==> config.mk <==
export PLATFORM = sky130hd
export DESIGN_NAME = sting_weight_buf
export DESIGN_NICKNAME = d
export VERILOG_FILES = /design/src/rtl/sting_weight_buf.sv
export SDC_FILE = /design/constraint.sdc
export NUM_CORES = 1
export LEC_CHECK = 0
export BUFFER_PORTS_ARGS = -buffer_cell sky130_fd_sc_hd__buf_2
export CORE_MARGIN = 2
export CORE_UTILIZATION = 52
export DETAILED_ROUTE_END_ITERATION = 6
export GPL_TIMING_DRIVEN = 0
export PLACE_DENSITY_LB_ADDON = 0.3
export REMOVE_ABC_BUFFERS = 1
export SETUP_SLACK_MARGIN = 0.2
export SLEW_MARGIN = 20
export SYNTH_ARGS = -nofsm -noshare
export SYNTH_HDL_FRONTEND = slang
export SYNTH_SLANG_ARGS = --single-unit
export TNS_END_PERCENT = 50
==> constraint.sdc <==
create_clock -name aclk -period 4.79 [get_ports aclk]
set_clock_uncertainty 0.15 [all_clocks]
set_input_delay 0.479 -clock aclk [delete_from_list [all_inputs] [get_ports aclk]]
set_output_delay 0.479 -clock aclk [all_outputs]
set_load 0.005 [all_outputs]
==> src/rtl/sting_weight_buf.sv <==
// Double-buffered kernel/BN weight staging buffer: fills one bank from the
// kernel and BN word streams while the other bank is presented downstream.
module sting_weight_buf #(
    parameter int DW       = 32,
    parameter int KSIZE    = 3,
    parameter int BN_WORDS = 2,
    parameter int CH_W     = 10
) (
    input  logic                     aclk,
    input  logic                     areset,
    input  logic                     start,
    input  logic [CH_W-1:0]          ch_num,
    output logic                     busy,
    output logic                     done,
    input  logic                     w_valid,
    input  logic [DW-1:0]            w_data,
    output logic                     w_ready,
    input  logic                     b_valid,
    input  logic [DW-1:0]            b_data,
    output logic                     b_ready,
    output logic                     out_ready,
    input  logic                     out_next,
    output logic [KSIZE*KSIZE*DW-1:0] out_weight,
    output logic [BN_WORDS*DW-1:0]   out_bn,
    output logic [CH_W-1:0]          out_ch
);

    localparam int NK  = KSIZE * KSIZE;
    localparam int WCW = (NK > 1) ? $clog2(NK) : 1;
    localparam int BCW = (BN_WORDS > 1) ? $clog2(BN_WORDS) : 1;

    typedef enum logic [1:0] {S_IDLE, S_FILL_W, S_FILL_B} fill_state_t;

    fill_state_t     state, state_nx;
    logic [DW-1:0]   kmem [2][NK];
    logic [DW-1:0]   bmem [2][BN_WORDS];
    logic [1:0]      full;
    logic            fb, rb;
    logic            commit_pend, commit_bank;
    logic [CH_W-1:0] ch_num_r, filled, consumed;
    logic [WCW-1:0]  wcnt;
    logic [BCW-1:0]  bcnt;
    logic            fill_ok, w_acc, b_acc, w_last, b_last, consume;

    assign fill_ok = busy && !full[fb] && (filled < ch_num_r);
    assign w_acc   = w_valid && w_ready;
    assign b_acc   = b_valid && b_ready;
    assign w_last  = (wcnt == WCW'(NK - 1));
    assign b_last  = (bcnt == BCW'(BN_WORDS - 1));
    assign out_ready = full[rb];
    assign consume = out_next && out_ready;

    always_ff @(posedge aclk) begin
        if (areset) state <= S_IDLE;
        else        state <= state_nx;
    end

    always_comb begin
        state_nx = state;
        case (state)
            S_IDLE:   if (fill_ok) state_nx = S_FILL_W;
            S_FILL_W: if (w_acc && w_last) state_nx = S_FILL_B;
            S_FILL_B: if (b_acc && b_last) state_nx = S_IDLE;
            default:  state_nx = S_IDLE;
        endcase
    end

    always_comb begin
        w_ready = (state == S_FILL_W) && fill_ok;
        b_ready = (state == S_FILL_B) && fill_ok;
    end

    always_ff @(posedge aclk) begin
        if (areset) begin
            busy        <= 1'b0;
            done        <= 1'b0;
            full        <= '0;
            fb          <= 1'b0;
            rb          <= 1'b0;
            commit_pend <= 1'b0;
            commit_bank <= 1'b0;
            ch_num_r    <= '0;
            filled      <= '0;
            consumed    <= '0;
            wcnt        <= '0;
            bcnt        <= '0;
            out_ch      <= '0;
            for (int unsigned b = 0; b < 2; b++) begin
                for (int unsigned i = 0; i < NK; i++) kmem[b][i] <= '0;
                for (int unsigned j = 0; j < BN_WORDS; j++) bmem[b][j] <= '0;
            end
        end else begin
            done <= 1'b0;
            if (start && !busy) begin
                ch_num_r <= ch_num;
                filled   <= '0;
                consumed <= '0;
                if (ch_num != '0) busy <= 1'b1;
                else              done <= 1'b1;
            end
            if (w_acc) begin
                kmem[fb][wcnt] <= w_data;
                wcnt <= w_last ? '0 : wcnt + 1'b1;
            end
            // A completed bank is published one cycle after its last BN word.
            if (commit_pend) begin
                commit_pend       <= 1'b0;
                full[commit_bank] <= 1'b1;
            end
            if (b_acc) begin
                bmem[fb][bcnt] <= b_data;
                if (b_last) begin
                    bcnt        <= '0;
                    fb          <= ~fb;
                    filled      <= filled + 1'b1;
                    commit_pend <= 1'b1;
                    commit_bank <= fb;
                end else begin
                    bcnt <= bcnt + 1'b1;
                end
            end
            if (consume) begin
                full[rb] <= 1'b0;
                rb       <= ~rb;
                out_ch   <= out_ch + 1'b1;
                consumed <= consumed + 1'b1;
                if (consumed + 1'b1 == ch_num_r) begin
                    done <= 1'b1;
                    busy <= 1'b0;
                end
            end
        end
    end

    always_comb begin
        out_weight = '0;
        out_bn     = '0;
        for (int unsigned i = 0; i < NK; i++) out_weight[i*DW +: DW] = kmem[rb][i];
        for (int unsigned j = 0; j < BN_WORDS; j++) out_bn[j*DW +: DW] = bmem[rb][j];
    end

endmodule
==> summary.md <==
| Metric | Value |
|---|---|
| Status | finished clean |
| Power share of the clock group | 41.5% |
| CTS tree | built |
| Max cap viols | 0 |
| Switch share | 21.75% |
| Filler instances | 4339 |
| Reg area | 22270 µm² |
| Residual DRC | 0 |
| Synth cell types | 65 |
| Peak supply drop | 0.2548 mV |
| Flop pwr share | 53.2% |
| Worst Tran Pin Value | 1.051 ns |
| Die X | 251.2 µm |
| EDFF count, synth | 704 |
| DR iter-0 viols | 1426 |
| DRT Pass-1 Iters | 7 |
| Multi-input gate area | 9238 µm² |
| Vias in the first global route | 19788 |
| Worst R2R Path Depth | 6 |
| DRT antenna net count | 0 |
| Critical path arrival | 4.55 ns |
| Fmax achieved | 224.5 MHz |
| Via count | 19637 |
| Clk root buf | clkbuf_16 |
| Area grow syn2layout | 21.94% |
| Total power | 14.15 mW |
| Setup violators final | 0 |
| Worst R2R End | kmem[0][70]$_SDFFCE_PN0P_ |
| Post-Syn Area per Cell | 15.10 µm² |
| Row count | 90 |
| Placed inst area | 35840 µm² |
| Total Routed Length | 86950 µm |
| FF+latch count, synth | 760 |
| CP Max Fanout | 52 |
| Register area share after synthesis | 70.06% |
| Nature of the critical path startpoint | flop |
| Power per cell area | 365.3 nW/µm² |
| Num CTS Buffers | 79 |
| First-pass GRT wire length | 127200 µm |
| GP Congestion | 0.8030 |
| Largest net degree at the start of global routing | 65 |
| Later-pin clock latency in the skew report | 0.62 ns |
| LEAKAGE | 14.99 nW |
| P_int | 11.08 mW |
| Yosys warns | 0 |
| Crit share post-route | 92.99% |
| Worst reg2reg startpoint | fb$_SDFFE_PP0P_ |
| Worst hold path type | in2reg |
| Hold Crit Depth | 2 |
| Async SR Flop Fraction | 0% |
| Comb power frac | 5.3% |
| Tmin final | 4.454 ns |
| Initial antenna violation count | 4 |
| Clock-pin slew on the worst setup and hold paths | 0.06 ns |
| NumNets Final | 2706 |
| Io pins | 447 |
| DP Wirelength | 56950 µm |
| RSZ-0062 raised after global routing | yes |
| Switching power | 3.078 mW |
| Mapped cell area | 31780 µm² |
| Reg2Reg Setup Slack | 0.34 ns |
| Vias per cell | 5.685 |
| Initial core utilization | 52.65% |
| WHS Endpoint | bmem[1][23]$_DFFE_PP_ |
| Worst Hold Launch | b_data[23] |
| WL per Instance | 25.17 µm |
| Design area | 38750 µm² |
| Most used flip-flop cell after synthesis | edfxtp_1 |
| # clock sinks | 760 |
| Final Slew Violations | 0 |
| Die Y | 251.2 µm |
| WS Path Type | reg2reg |
| Syn Inst Count | 2104 |
| Max_slew headroom | 29.79% |
| GRT overflow | 0 |
| Layout cells sized above 1 | 38.26% |
| Critical Path RT | 4.89 ns |
| Die Area | 63100 µm² |
| Htree depth | 3 |
| Crit path capture type | flop |
| Setup_tns | 0 ns |
| CTS Buffer Depth | 3 |
| Worst hold margin | 0.03339 ns |
| Core box area | 60360 µm² |
| Final hold violations | 0 |
| GRT Util Overall | 27.41% |
| # port buffers | 446 |
logic make-up (layout without fill, tap and decap cells):
logic type               Yosys count  count (layout)  share of synthesized area (%)
flip-flops                       760             760                          70.06
AND/OR/NAND/NOR                  718             718                          12.53
multiplexers                     355             355                          12.58
buffers and inverters            137             704                          1.752
AO/OA/AOI/OAI                    100             100                          1.957
XOR/XNOR                          18              18                         0.4961
adder cells (fa/ha/maj)           16              16                         0.6300
other                              0               1                              0
area by class of cell:
| cell class | instances | share of cell area, % |
|---|---|---|
| Antenna cell | 1 | 0.006458 |
| Clock buffer | 100 | 5.489 |
| Clock inverter | 42 | 0.8815 |
| Inverter | 17 | 0.1679 |
| Multi-Input combinational cell | 1207 | 23.84 |
| Sequential cell | 760 | 57.46 |
| Tap cell | 782 | 2.525 |
| Timing Repair Buffer | 545 | 9.629 |
state kept, by name, indices dropped and copies added (netlist names), named ones only:
name,flops
busy,1
rb,1
b_last,1
commit_pend,1
bmem,128
state,2
ch_num_r,10
filled,10
full,2
done,1
out_ch,10
kmem,576
fb,1
wcnt,4
commit_bank,1
consumed,10
synthesized netlist by cell type, drive strengths merged (3+ instances only):
master	number	area share, %
or3	11	0.22
o31ai	5	0.12
nand2b	6	0.12
nand3	19	0.30
o21ai	24	0.38
ha	16	0.63
clkbuf	104	1.2
nor3	16	0.27
a21oi	41	0.65
nor3b	5	0.12
nand3b	3	0.071
mux2	354	13
buf	16	0.32
nor4	51	1.0
nand2	91	1.1
dfxtp	56	3.5
and2	358	7.0
edfxtp	704	67
or2	11	0.22
inv	16	0.19
nor2b	7	0.14
a21o	5	0.12
and3	7	0.14
nor2	117	1.4
xor2	7	0.19
xnor2	11	0.30
nand4	8	0.16
worst max-delay path, stage by stage, from the launching register on:
cell and delay [ns]:
dfxtp_1 0.82, mux2i_1 0.35, o2111a_1 0.29, o221a_2 0.39, nand2_4 0.48, nor3_2 0.81
or2_4 0.75
how the worst max path moves through the flow:
stage / slack (ns) / end / start / cells after the start
5_1_grt: 0.17 / kmem[0][65]$_SDFFCE_PN0P_ / fb$_SDFFE_PP0P_ / 6
3_3_place_gp: -9.55 / out_weight[155] / flop / 2
6_report: 0.34 / kmem[0][70]$_SDFFCE_PN0P_ / fb$_SDFFE_PP0P_ / 6
2_1_floorplan: -4.90 / out_bn[0] / flop / 1
3_5_place_dp: -0.37 / bmem[1][44]$_SDFFCE_PN0P_ / areset / 6
4_1_cts: 0.21 / bmem[1][34]$_SDFFCE_PN0P_ / fb$_SDFFE_PP0P_ / 7
routing by layer:
metal	vias to the layer above	GRT usage, %	share of wire, %
met2	805	44.94	48
met4	6	9.133	3.0
met3	163	5.871	7.8
li1	8764	-	-
met1	9899	36.61	41
met5	-	0	0.046
through the flow:
step / cells / setup WS, ns / utilization (%)
6_report: 3454 / 0.3358 / 64.20
2_1_floorplan: 1984 / -4.902 / -
5_1_grt: 3453 / 0.1650 / 64.19
3_5_place_dp: 3269 / -0.3705 / 59.38
4_1_cts: 3451 / 0.2088 / 64.14
3_3_place_gp: 3212 / -9.551 / 57.15
power groups by stage:
| stage | Clock, mW | Combinational (mW) | Sequential [mW] |
|---|---|---|---|
| global placement | 0 | 0.635 | 7.68 |
| CTS | 5.93 | 0.756 | 7.53 |
| finish | 5.87 | 0.756 | 7.53 |
| detailed placement | 0 | 0.726 | 7.67 |
| global route | 6.20 | 0.803 | 7.55 |
| floorplan | 0 | 0.287 | 7.65 |
layout by cell type, fill, tap and decap left out, types with 6 or more instances in the layout:
| cell type | n |
|---|---|
| edfxtp_1 | 704 |
| buf_2 | 445 |
| and2_1 | 357 |
| mux2_2 | 354 |
| nor2_1 | 113 |
| nand2_1 | 89 |
| clkbuf_16 | 80 |
| dfxtp_1 | 55 |
| nor4_1 | 49 |
| a21oi_1 | 40 |
| dlygate4sd3_1 | 40 |
| buf_16 | 25 |
| nand3_1 | 19 |
| o21ai_0 | 16 |
| ha_1 | 16 |
| inv_1 | 15 |
| clkbuf_1 | 15 |
| clkinv_1 | 14 |
| buf_6 | 14 |
| clkinv_2 | 13 |
| nor3_1 | 12 |
| xnor2_1 | 11 |
| buf_4 | 11 |
| or3_1 | 9 |
| nand4_1 | 8 |
| o21ai_4 | 8 |
| nor2b_1 | 7 |
| and3_1 | 7 |
| xor2_1 | 7 |
| or2_4 | 6 |
what timing repair did:
item / in CTS / in global routing
endpoints found under the setup margin: 0 / 158
hold buffers: 40 / 0
gates resized for setup: 0 / 2
endpoints found under the hold margin: 105 / 0
buffers inserted: 0 / 2
Power figures use the tool's default switching activity.
